<file path="src/rtl/oldland_tlb_refill.sv">
// -----------------------------------------------------------------------------
// oldland_tlb_refill
//
// Hardware page-table walker. On a TLB miss it walks a two-level page table
// through a single-outstanding read port. It then either loads the victim TLB
// entry or reports a translation fault. The victim pointer is round-robin over
// ENTRIES entries.
//
// Descriptor format (PDE and PTE):
//   [31:12] base / frame, [4] present, [3:0] access (used from the PTE only)
//
// Ports:
//   clk, rst           core clock, synchronous active-high reset
//   ptbase_wr/_in      write the page-directory base ([31:12])
//   miss_req/_virt     start a walk for virtual page miss_virt (only when idle)
//   inval              invalidate-all: abort any walk, victim pointer back to 0
//   mem_addr/_rd       word address and read request, held until mem_ack
//   mem_ack/_data      read completion and read data
//   tlb_virt/_phys     virtual page / physical frame for the entry load
//   tlb_access         {user[1:0], supervisor[1:0]} access bits
//   tlb_load_sel       one-hot entry load strobe (one cycle)
//   busy               walk in progress (any state but IDLE)
//   miss_done          one-cycle pulse, entry loaded
//   miss_fault         one-cycle pulse, non-present PDE or PTE
//
// All outputs are registered. They are computed from the next state, so every
// output lines up with the state it belongs to. With zero-wait memory, a miss
// accepted at cycle N gives DIR_RD at N+1, TBL_RD at N+2 and LOAD at N+3.
// -----------------------------------------------------------------------------
module oldland_tlb_refill #(
  parameter int ENTRIES = 8
) (
  input  logic               clk,
  input  logic               rst,
  input  logic               ptbase_wr,
  input  logic [19:0]        ptbase_in,
  input  logic               miss_req,
  input  logic [19:0]        miss_virt,
  input  logic               inval,
  output logic [31:0]        mem_addr,
  output logic               mem_rd,
  input  logic               mem_ack,
  input  logic [31:0]        mem_data,
  output logic [19:0]        tlb_virt,
  output logic [19:0]        tlb_phys,
  output logic [3:0]         tlb_access,
  output logic [ENTRIES-1:0] tlb_load_sel,
  output logic               busy,
  output logic               miss_done,
  output logic               miss_fault
);

  localparam int VW = (ENTRIES > 1) ? $clog2(ENTRIES) : 1;

  typedef enum logic [2:0] {
    ST_IDLE   = 3'd0,
    ST_DIR_RD = 3'd1,
    ST_TBL_RD = 3'd2,
    ST_LOAD   = 3'd3,
    ST_FAULT  = 3'd4
  } state_t;

  // Descriptor field helpers.
  function automatic logic desc_present(input logic [31:0] desc);
    return desc[4];
  endfunction

  function automatic logic [19:0] desc_base(input logic [31:0] desc);
    return desc[31:12];
  endfunction

  // One-hot strobe for the selected victim entry.
  function automatic logic [ENTRIES-1:0] onehot(input logic [VW-1:0] idx);
    logic [ENTRIES-1:0] v;
    v      = '0;
    v[idx] = 1'b1;
    return v;
  endfunction

  // Round-robin successor, wrapping ENTRIES-1 back to 0.
  function automatic logic [VW-1:0] victim_next(input logic [VW-1:0] idx);
    if (idx == VW'(ENTRIES - 1)) begin
      return '0;
    end else begin
      return idx + VW'(1);
    end
  endfunction

  state_t              state_q, state_d;
  logic [19:0]         ptbase_q, ptbase_d;        // programmable directory base
  logic [19:0]         walk_base_q, walk_base_d;  // base captured at acceptance
  logic [19:0]         vpn_q, vpn_d;
  logic [19:0]         pde_q, pde_d;              // second-level table base
  logic [VW-1:0]       victim_q, victim_d;

  logic [31:0]         mem_addr_q, mem_addr_d;
  logic                mem_rd_q, mem_rd_d;
  logic [19:0]         tlb_virt_q, tlb_virt_d;
  logic [19:0]         tlb_phys_q, tlb_phys_d;
  logic [3:0]          tlb_access_q, tlb_access_d;
  logic [ENTRIES-1:0]  tlb_load_sel_q, tlb_load_sel_d;
  logic                busy_q, busy_d;
  logic                miss_done_q, miss_done_d;
  logic                miss_fault_q, miss_fault_d;

  // Descriptor bits [11:5] carry nothing the walker needs.
  logic                mem_data_unused;
  assign mem_data_unused = ^mem_data[11:5];

  // Next-state, datapath and registered-output computation.
  always_comb begin
    state_d        = state_q;
    ptbase_d       = ptbase_wr ? ptbase_in : ptbase_q;
    walk_base_d    = walk_base_q;
    vpn_d          = vpn_q;
    pde_d          = pde_q;
    victim_d       = victim_q;
    tlb_virt_d     = tlb_virt_q;
    tlb_phys_d     = tlb_phys_q;
    tlb_access_d   = tlb_access_q;

    if (inval) begin
      // Invalidate wins over miss_req and mem_ack: drop the walk silently.
      state_d  = ST_IDLE;
      victim_d = '0;
    end else begin
      case (state_q)
        ST_IDLE: begin
          if (miss_req) begin
            // ptbase_d already includes a same-cycle base write.
            walk_base_d = ptbase_d;
            vpn_d       = miss_virt;
            state_d     = ST_DIR_RD;
          end else begin
            state_d = ST_IDLE;
          end
        end
        ST_DIR_RD: begin
          if (mem_ack) begin
            pde_d = desc_base(mem_data);
            if (desc_present(mem_data)) begin
              state_d = ST_TBL_RD;
            end else begin
              state_d = ST_FAULT;
            end
          end else begin
            state_d = ST_DIR_RD;
          end
        end
        ST_TBL_RD: begin
          if (mem_ack) begin
            if (desc_present(mem_data)) begin
              state_d      = ST_LOAD;
              tlb_virt_d   = vpn_q;
              tlb_phys_d   = desc_base(mem_data);
              tlb_access_d = mem_data[3:0];
            end else begin
              state_d = ST_FAULT;
            end
          end else begin
            state_d = ST_TBL_RD;
          end
        end
        ST_LOAD: begin
          victim_d = victim_next(victim_q);
          state_d  = ST_IDLE;
        end
        ST_FAULT: begin
          state_d = ST_IDLE;
        end
        default: begin
          state_d = ST_IDLE;
        end
      endcase
    end

    // Outputs follow the state being entered, so they are valid in that state.
    mem_rd_d     = (state_d == ST_DIR_RD) || (state_d == ST_TBL_RD);
    busy_d       = (state_d != ST_IDLE);
    miss_done_d  = (state_d == ST_LOAD);
    miss_fault_d = (state_d == ST_FAULT);
    if (state_d == ST_LOAD) begin
      // victim_q advances only on leaving LOAD, so this is the current victim.
      tlb_load_sel_d = onehot(victim_q);
    end else begin
      tlb_load_sel_d = '0;
    end

    // Read addresses are derived only from latched walk state, so they stay
    // stable for as long as the read is outstanding.
    case (state_d)
      ST_DIR_RD: mem_addr_d = {walk_base_d, vpn_d[19:10], 2'b00};
      ST_TBL_RD: mem_addr_d = {pde_d, vpn_d[9:0], 2'b00};
      default:   mem_addr_d = mem_addr_q;
    endcase
  end

  // Walker state and registered outputs.
  always_ff @(posedge clk) begin
    if (rst) begin
      state_q        <= ST_IDLE;
      ptbase_q       <= 20'h0;
      walk_base_q    <= 20'h0;
      vpn_q          <= 20'h0;
      pde_q          <= 20'h0;
      victim_q       <= '0;
      mem_addr_q     <= 32'h0;
      mem_rd_q       <= 1'b0;
      tlb_virt_q     <= 20'h0;
      tlb_phys_q     <= 20'h0;
      tlb_access_q   <= 4'h0;
      tlb_load_sel_q <= '0;
      busy_q         <= 1'b0;
      miss_done_q    <= 1'b0;
      miss_fault_q   <= 1'b0;
    end else begin
      state_q        <= state_d;
      ptbase_q       <= ptbase_d;
      walk_base_q    <= walk_base_d;
      vpn_q          <= vpn_d;
      pde_q          <= pde_d;
      victim_q       <= victim_d;
      mem_addr_q     <= mem_addr_d;
      mem_rd_q       <= mem_rd_d;
      tlb_virt_q     <= tlb_virt_d;
      tlb_phys_q     <= tlb_phys_d;
      tlb_access_q   <= tlb_access_d;
      tlb_load_sel_q <= tlb_load_sel_d;
      busy_q         <= busy_d;
      miss_done_q    <= miss_done_d;
      miss_fault_q   <= miss_fault_d;
    end
  end

  assign mem_addr     = mem_addr_q;
  assign mem_rd       = mem_rd_q;
  assign tlb_virt     = tlb_virt_q;
  assign tlb_phys     = tlb_phys_q;
  assign tlb_access   = tlb_access_q;
  assign tlb_load_sel = tlb_load_sel_q;
  assign busy         = busy_q;
  assign miss_done    = miss_done_q;
  assign miss_fault   = miss_fault_q;

endmodule

</file>
<file path="config.mk">
export PLATFORM = sky130hd
export DESIGN_NAME = oldland_tlb_refill
export DESIGN_NICKNAME = d
export VERILOG_FILES = /design/src/rtl/oldland_tlb_refill.sv
export SDC_FILE = /design/constraint.sdc
export NUM_CORES = 1
export LEC_CHECK = 0
export CAP_MARGIN = 5
export CORE_ASPECT_RATIO = 1.5
export CORE_MARGIN = 4
export CORE_UTILIZATION = 45
export CTS_CLUSTER_DIAMETER = 30
export DETAILED_ROUTE_END_ITERATION = 10
export PLACE_DENSITY = 0.85
export SYNTH_ARGS = -nofsm -noshare
export SYNTH_HDL_FRONTEND = slang
export SYNTH_SLANG_ARGS = --single-unit
</file>
<file path="constraint.sdc">
create_clock -name clk -period 2 [get_ports clk]
set_input_delay 0.2 -clock clk [delete_from_list [all_inputs] [get_ports clk]]
set_output_delay 0.2 -clock clk [all_outputs]
set_load 0.02 [all_outputs]
</file>
# After elaboration in Yosys (flattened, before gate mapping)
# Index checks and enable logic that the tools add are counted.
dict set report classes {
  addsub 1
  mul 0
  n_div 0
  n_lt_le_gt_ge 2
  eq_ne 8
  shift 0
  n_mux 21
  bitwise 2
  reduce_logical 8
}
# operator n
set ops {}
lappend ops {{2-to-1 mux 20 bit} 10}
lappend ops {{one-hot mux 32 bit (2 select lines)} 1}
lappend ops {{2-to-1 mux 3 bit} 6}
lappend ops {{equality test 3 x 2 -> 1 bit, second input constant} 4}
lappend ops {{one-hot mux 3 bit (3 select lines)} 1}
lappend ops {{equality test 3 x 1 -> 1 bit, second input constant} 2}
lappend ops {{equality test 3 bit, second input constant} 2}
lappend ops {{less-than comparator 3 x 4 -> 1 bit, second input constant} 1}
lappend ops {{AND reduction 4 bit} 1}
lappend ops {{OR reduction 2 bit} 2}
lappend ops {{adder 3 x 1 -> 3 bit, second input constant} 1}
lappend ops {{demux 1 bit (select 3 bit)} 1}
lappend ops {{>= comparator 3 x 1 -> 1 bit, second input constant} 1}
lappend ops {{zero test 3 bit} 1}
lappend ops {{nonzero test 3 bit} 1}
lappend ops {{2-to-1 mux 1 bit} 2}
lappend ops {{NOT 1 bit} 2}
lappend ops {{nonzero test 2 bit} 1}
lappend ops {{logical AND 1 bit} 1}
lappend ops {{logical OR 1 bit} 1}
dict set report word_totals {
  register_bits 174
  latch_bits 0
  mem_bits_rw 0
  romBits 0
  elab_cells 57
  mem_count 0
}

# Longest topological paths before layout
dict set report logic_depth {
  depth_word 7
  ltp_mapped 8
}

# Least setup slack after synthesis
# OpenSTA, ideal clock, no wires.
dict set report synth_path {
  path_type {flip-flop to flip-flop}
  startpoint {register state_q[0]}
  endpoint {register mem_addr_q[11], in the netlist mem_addr[11]}
  setup_time_ns 0.076
  t_arrival_ns 1.607
  setup_slack_ns 0.317
  stages_incl_launch_ff 9
  period_less_slack_ns 1.683
  path_cell_list {dfxtp_1 -> buf_6 -> nor3b_2 -> buf_6 -> nand2_4 -> buf_4 -> mux2i_1 -> mux2_2 -> o22ai_1}
}
dict set report synth_between {
  elab_chain_cells 5
  word_cells_on_any_way 11
  cone_classes {4 x eq/ne; 5 x mux; 2 x reduce/logical}
}
# item line
set synth_lines {}
lappend synth_lines {{start, declared} 89} ;# state_t state_q, state_d;
lappend synth_lines {{start signal, assigned} 217} ;# state_q <= state_d;
lappend synth_lines {{equality test 3 x 2 -> 1 bit (tied with other cells)} 127} ;# case (state_q)
lappend synth_lines {{one-hot mux 3 bit (3 select lines)} 127}
lappend synth_lines {{2-to-1 mux 3 bit} 122} ;# if (inval) begin
lappend synth_lines {{equality test 3 x 2 -> 1 bit or equality test 3 x 1 -> 1 bit (tied branches)} 191} ;# case (state_d)
lappend synth_lines {{one-hot mux 32 bit (2 select lines) or nonzero test 2 bit (tied branches)} --}
lappend synth_lines {{end signal, assigned} 223} ;# mem_addr_q <= mem_addr_d;
lappend synth_lines {{end, declared} 96} ;# logic [31:0] mem_addr_q, mem_addr_d;
# Several ways; a longest one is shown, not always the timed one. The select of a mux whose other input is x is not followed.
# A chain may end at the register's enable or synchronous reset.

# Worst setup path after layout
dict set report layout_path {
  startpoint {register state_q[1]}
  endpoint {register mem_addr_q[17], in the netlist mem_addr[17]}
}
# The elaborated chain is that of the path after synthesis.

==> results by group <==
CTS
  • Clock latency on the worst-skew pair: 0.42 ns
  • CTS tree: built
  • Clock Path Buffers: 2
  • H-tree depth: 4
  • CTS buffer count: 17
  • Clock transition at path regs: 0.06 ns
  • Clk sink count: 172
  • Setup bufs post-CTS: 0
  • Clock root buffer master: clkbuf_16

STA
  • Unrepaired setup endpoints after global routing: false
  • Clock skew: around 0.0084 ns
  • Max-slew headroom: 0.4670
  • Final Cycle Share: 0.9198
  • Setup_tns: 0 ns
  • Final hold vios: 0
  • Setup violations, final: 0
  • Period minus WS final: roughly 1.8 ns
  • Worst-Margin Slew: between 0.7 and 0.8 ns
  • Pins over their slew limit: 0
  • Fmax: around 0.54 GHz

Critical path
  • Startpoint Class: flip-flop
  • R2r worst-path depth: 7
  • FF-to-FF setup slack: 0.16 ns
  • FF-to-FF Start: state_q[1]
  • CP bufs+invs: 2
  • CP endpoint kind: flip-flop
  • Worst r2r dst: mem_addr[17]
  • CP arrival: 2.17 ns
  • Worst EP required: 2.33 ns
  • Crit-path slowest cell: dfxtp_2
  • CP max stage delay: 0.44 ns
  • Setup CP Type: reg2reg
  • Ordered cell list for the critical path: nor3b_4 > buf_4 > nor3_2 > nand3_2 > buf_12 > mux2_4 > a211oi_2
  • CP Max Fanout: 15
  • Cell family with most CP delay: flip-flops

Routing
  • Post-route ant nets: 0
  • DR vias/cell: 4.984
  • Drt wl/cell: 15.39 um
  • Final WL: 15.99 mm
  • Residual DRC: 0
  • Via count: about 5200
  • First DRT Iteration DRCs: roughly 240
  • Drt pass-1 iters: 4

Placement
  • GP Congestion: 0.8150
  • Post-placement cell area: 8611 sq um
  • # port buffers: approximately 160
  • HPWL after DPL: roughly 11 mm

Cells and area
  • Post-layout net count: about 910
  • Syn-to-layout area delta: 37.39%
  • Post-route cell area: 9186 sq um
  • Ratio of cells with drive above 1 in the final layout: 0.1615

Die
  • Die X: ~110 um
  • IO Pins: 166
  • Core Region: around 15000 sq um
  • Placement Rows: 54
  • Die ar.: 16910 sq um
  • Initial Util: 0.4582
  • Die Ht: 157.3 um

Power and ir drop
  • Sw Ratio: 0.2411
  • Pleak: 3.700 nW
  • Internal power: 5.794 mW
  • Peak supply drop: 0.4817 mV
  • Pwr Density: 831.1 nW/um^2
  • Clk pwr share: 0.416
  • Switching Power: 1.841 mW
  • Sequential power share: 0.471
  • Gate power share: 0.113

Job
  • Maxcap violations: 0

Worst hold path
  • HP Start: rst
  • Hold path cells: 4
  • Hold crit path type: in2reg
  • Hold path endpoint: state_q[0]

Global route
  • Initial antenna violation count: 1
  • Gr usage total: 0.1907
  • First-pass GRT wire length: 25.58 mm
  • Global route overflow: 0
  • Vias in the first global route: about 5200
  • Largest net degree at the start of global routing: approximately 160

Logic synthesis
  • Synth cell types: 42
  • YS warnings: 0
  • Yosys reg bits: 172
  • Seq/Total Area, Yosys: 0.5150
  • Synth Cell Area: 6686 sq um
  • Mapped Cells: just under 700
  • Syn avg cell area: 9.877 sq um

Run status
  • Status: complete, no violations
## worst register-to-register path: stages, from the launching register on
cell and delay, ns:
dfxtp_2 0.44, nor3b_4 0.06, buf_4 0.17, nor3_2 0.19
nand3_2 0.15, buf_12 0.21, mux2_4 0.31, a211oi_2 0.22
## cells in the mapped netlist
cell	instances	area (sq um)
nor3_2	1	10.01
a21oi_1	58	290.3
a31o_1	6	52.55
conb_1	1	3.750
o22ai_1	10	62.56
nand3b_1	1	7.510
o21ai_1	2	10.01
dfxtp_1	172	3443
mux2i_1	61	610.6
buf_6	4	45.04
clkbuf_1	26	97.59
nand3_1	1	5.000
nor3b_1	2	15.01
a211oi_2	20	250.2
buf_2	13	65.06
a2111oi_0	1	8.760
nand2b_1	16	100.1
a31o_2	6	52.55
inv_1	1	3.750
mux2_4	20	300.3
a31oi_1	1	6.260
and2b_1	1	7.510
nor2_1	101	379.1
nand3_2	1	10.01
nand2_1	92	345.3
and3_1	1	6.260
mux2_2	18	202.7
or3_1	1	6.260
nor2b_1	12	75.07
o21ai_0	1	5.000
buf_4	7	52.55
o31a_1	1	8.760
nor3b_2	1	12.51
buf_12	1	20.02
buf_1	1	3.750
and4b_4	1	13.76
and2_1	1	6.260
nand4b_1	1	8.760
nand2_4	1	11.26
ha_1	2	25.02
nor3_1	8	40.04
or2_2	1	6.260
## placed cells by master, fill, tap and decap left out, types with 16 or more instances in the layout
cell | Yosys | routed
clkdlybuf4s50_1 | 0 | 155
clkbuf_16 | 0 | 17
nand2_1 | 92 | 91
a21oi_1 | 58 | 58
a211oi_2 | 20 | 20
mux2i_1 | 61 | 61
buf_4 | 7 | 16
mux2_4 | 20 | 20
dfxtp_1 | 172 | 170
nand2b_1 | 16 | 16
mux2_2 | 18 | 18
nor2_1 | 101 | 100
## layer usage
layer  global-route usage  routed length (um)
met5                    0                   0
met4              0.08905                 461
met3              0.04350                 680
met2               0.3324                8267
met1               0.2203                6579
## power groups by stage
stage | clock network [mW] | logic, mW | registers (mW)
detailed placement | 0 | 0.863 | 3.67
CTS | 3.24 | 0.869 | 3.60
global route | 3.39 | 0.928 | 3.61
finish | 3.17 | 0.863 | 3.60
floorplan | 0 | 0.460 | 3.71
global placement | 0 | 0.847 | 3.67
## repair_timing
item | 4_1_cts | 5_1_grt
setup endpoints to repair | 0 | 20
gates resized for setup | 0 | 2
hold buffers | 0 | 0
## cell families after synthesis
group                    share of synthesized area
buffers and inverters                      0.04304
flip-flops                                  0.5150
AO/OA/AOI/OAI                               0.1117
multiplexers                                0.1665
AND/OR/NAND/NOR                             0.1594
adder cells (fa/ha/maj)                   0.003742
other                                    0.0005608
## flip-flops by register name, indices dropped and copies added (netlist names)
register,cells
tlb_load_sel,8
vpn_q,20
tlb_virt,20
tlb_phys,20
miss_fault,1
pde_q,20
busy,1
mem_addr,30
victim_q,3
state_q,3
ptbase_q,20
walk_base_q,20
mem_rd,1
miss_done,1
tlb_access,4
## layout make-up
cell class / count / area (sq um)
timing repair buffer: 184 / 1932
clock buffer: 20 / 456.7
sequential: 172 / 3446
antenna: 1 / 2.502
inverter: 1 / 3.754
tap: 196 / 245.2
multi-input combinational: 453 / 2987
clock inverter: 12 / 113.9
fill: 1165 / 5408
## metrics by stage
step / setup slack (ns) / util / instances / hold WS (ns) / power [mW]
2_1_floorplan: 0.3169 / - / 678 / 0.2793 / 4.168
3_3_place_gp: -0.1268 / 0.5900 / 1006 / 0.4359 / 4.516
3_5_place_dp: -0.1448 / 0.5900 / 1006 / 0.4447 / 4.535
4_1_cts: 0.01282 / 0.6291 / 1038 / 0.2220 / 7.709
5_1_grt: 0.04752 / 0.6295 / 1039 / 0.2392 / 7.923
6_report: 0.1605 / 0.6295 / 1039 / 0.2357 / 7.634
## worst max path at each step
| stage | startpoint | to | slack [ns] | cells past startpoint |
|---|---|---|---|---|
| 5_1_grt | state_q[0] | mem_addr[23] | 0.05 | 7 |
| 4_1_cts | state_q[0] | mem_addr[17] | 0.01 | 7 |
| 6_report | state_q[1] | mem_addr[17] | 0.16 | 7 |
| 3_3_place_gp | miss_req | mem_addr[26] | -0.13 | 8 |
| 3_5_place_dp | miss_req | mem_addr[21] | -0.14 | 8 |
| 2_1_floorplan | state_q[0] | mem_addr[11] | 0.32 | 8 |
Power figures use the tool's default switching activity.
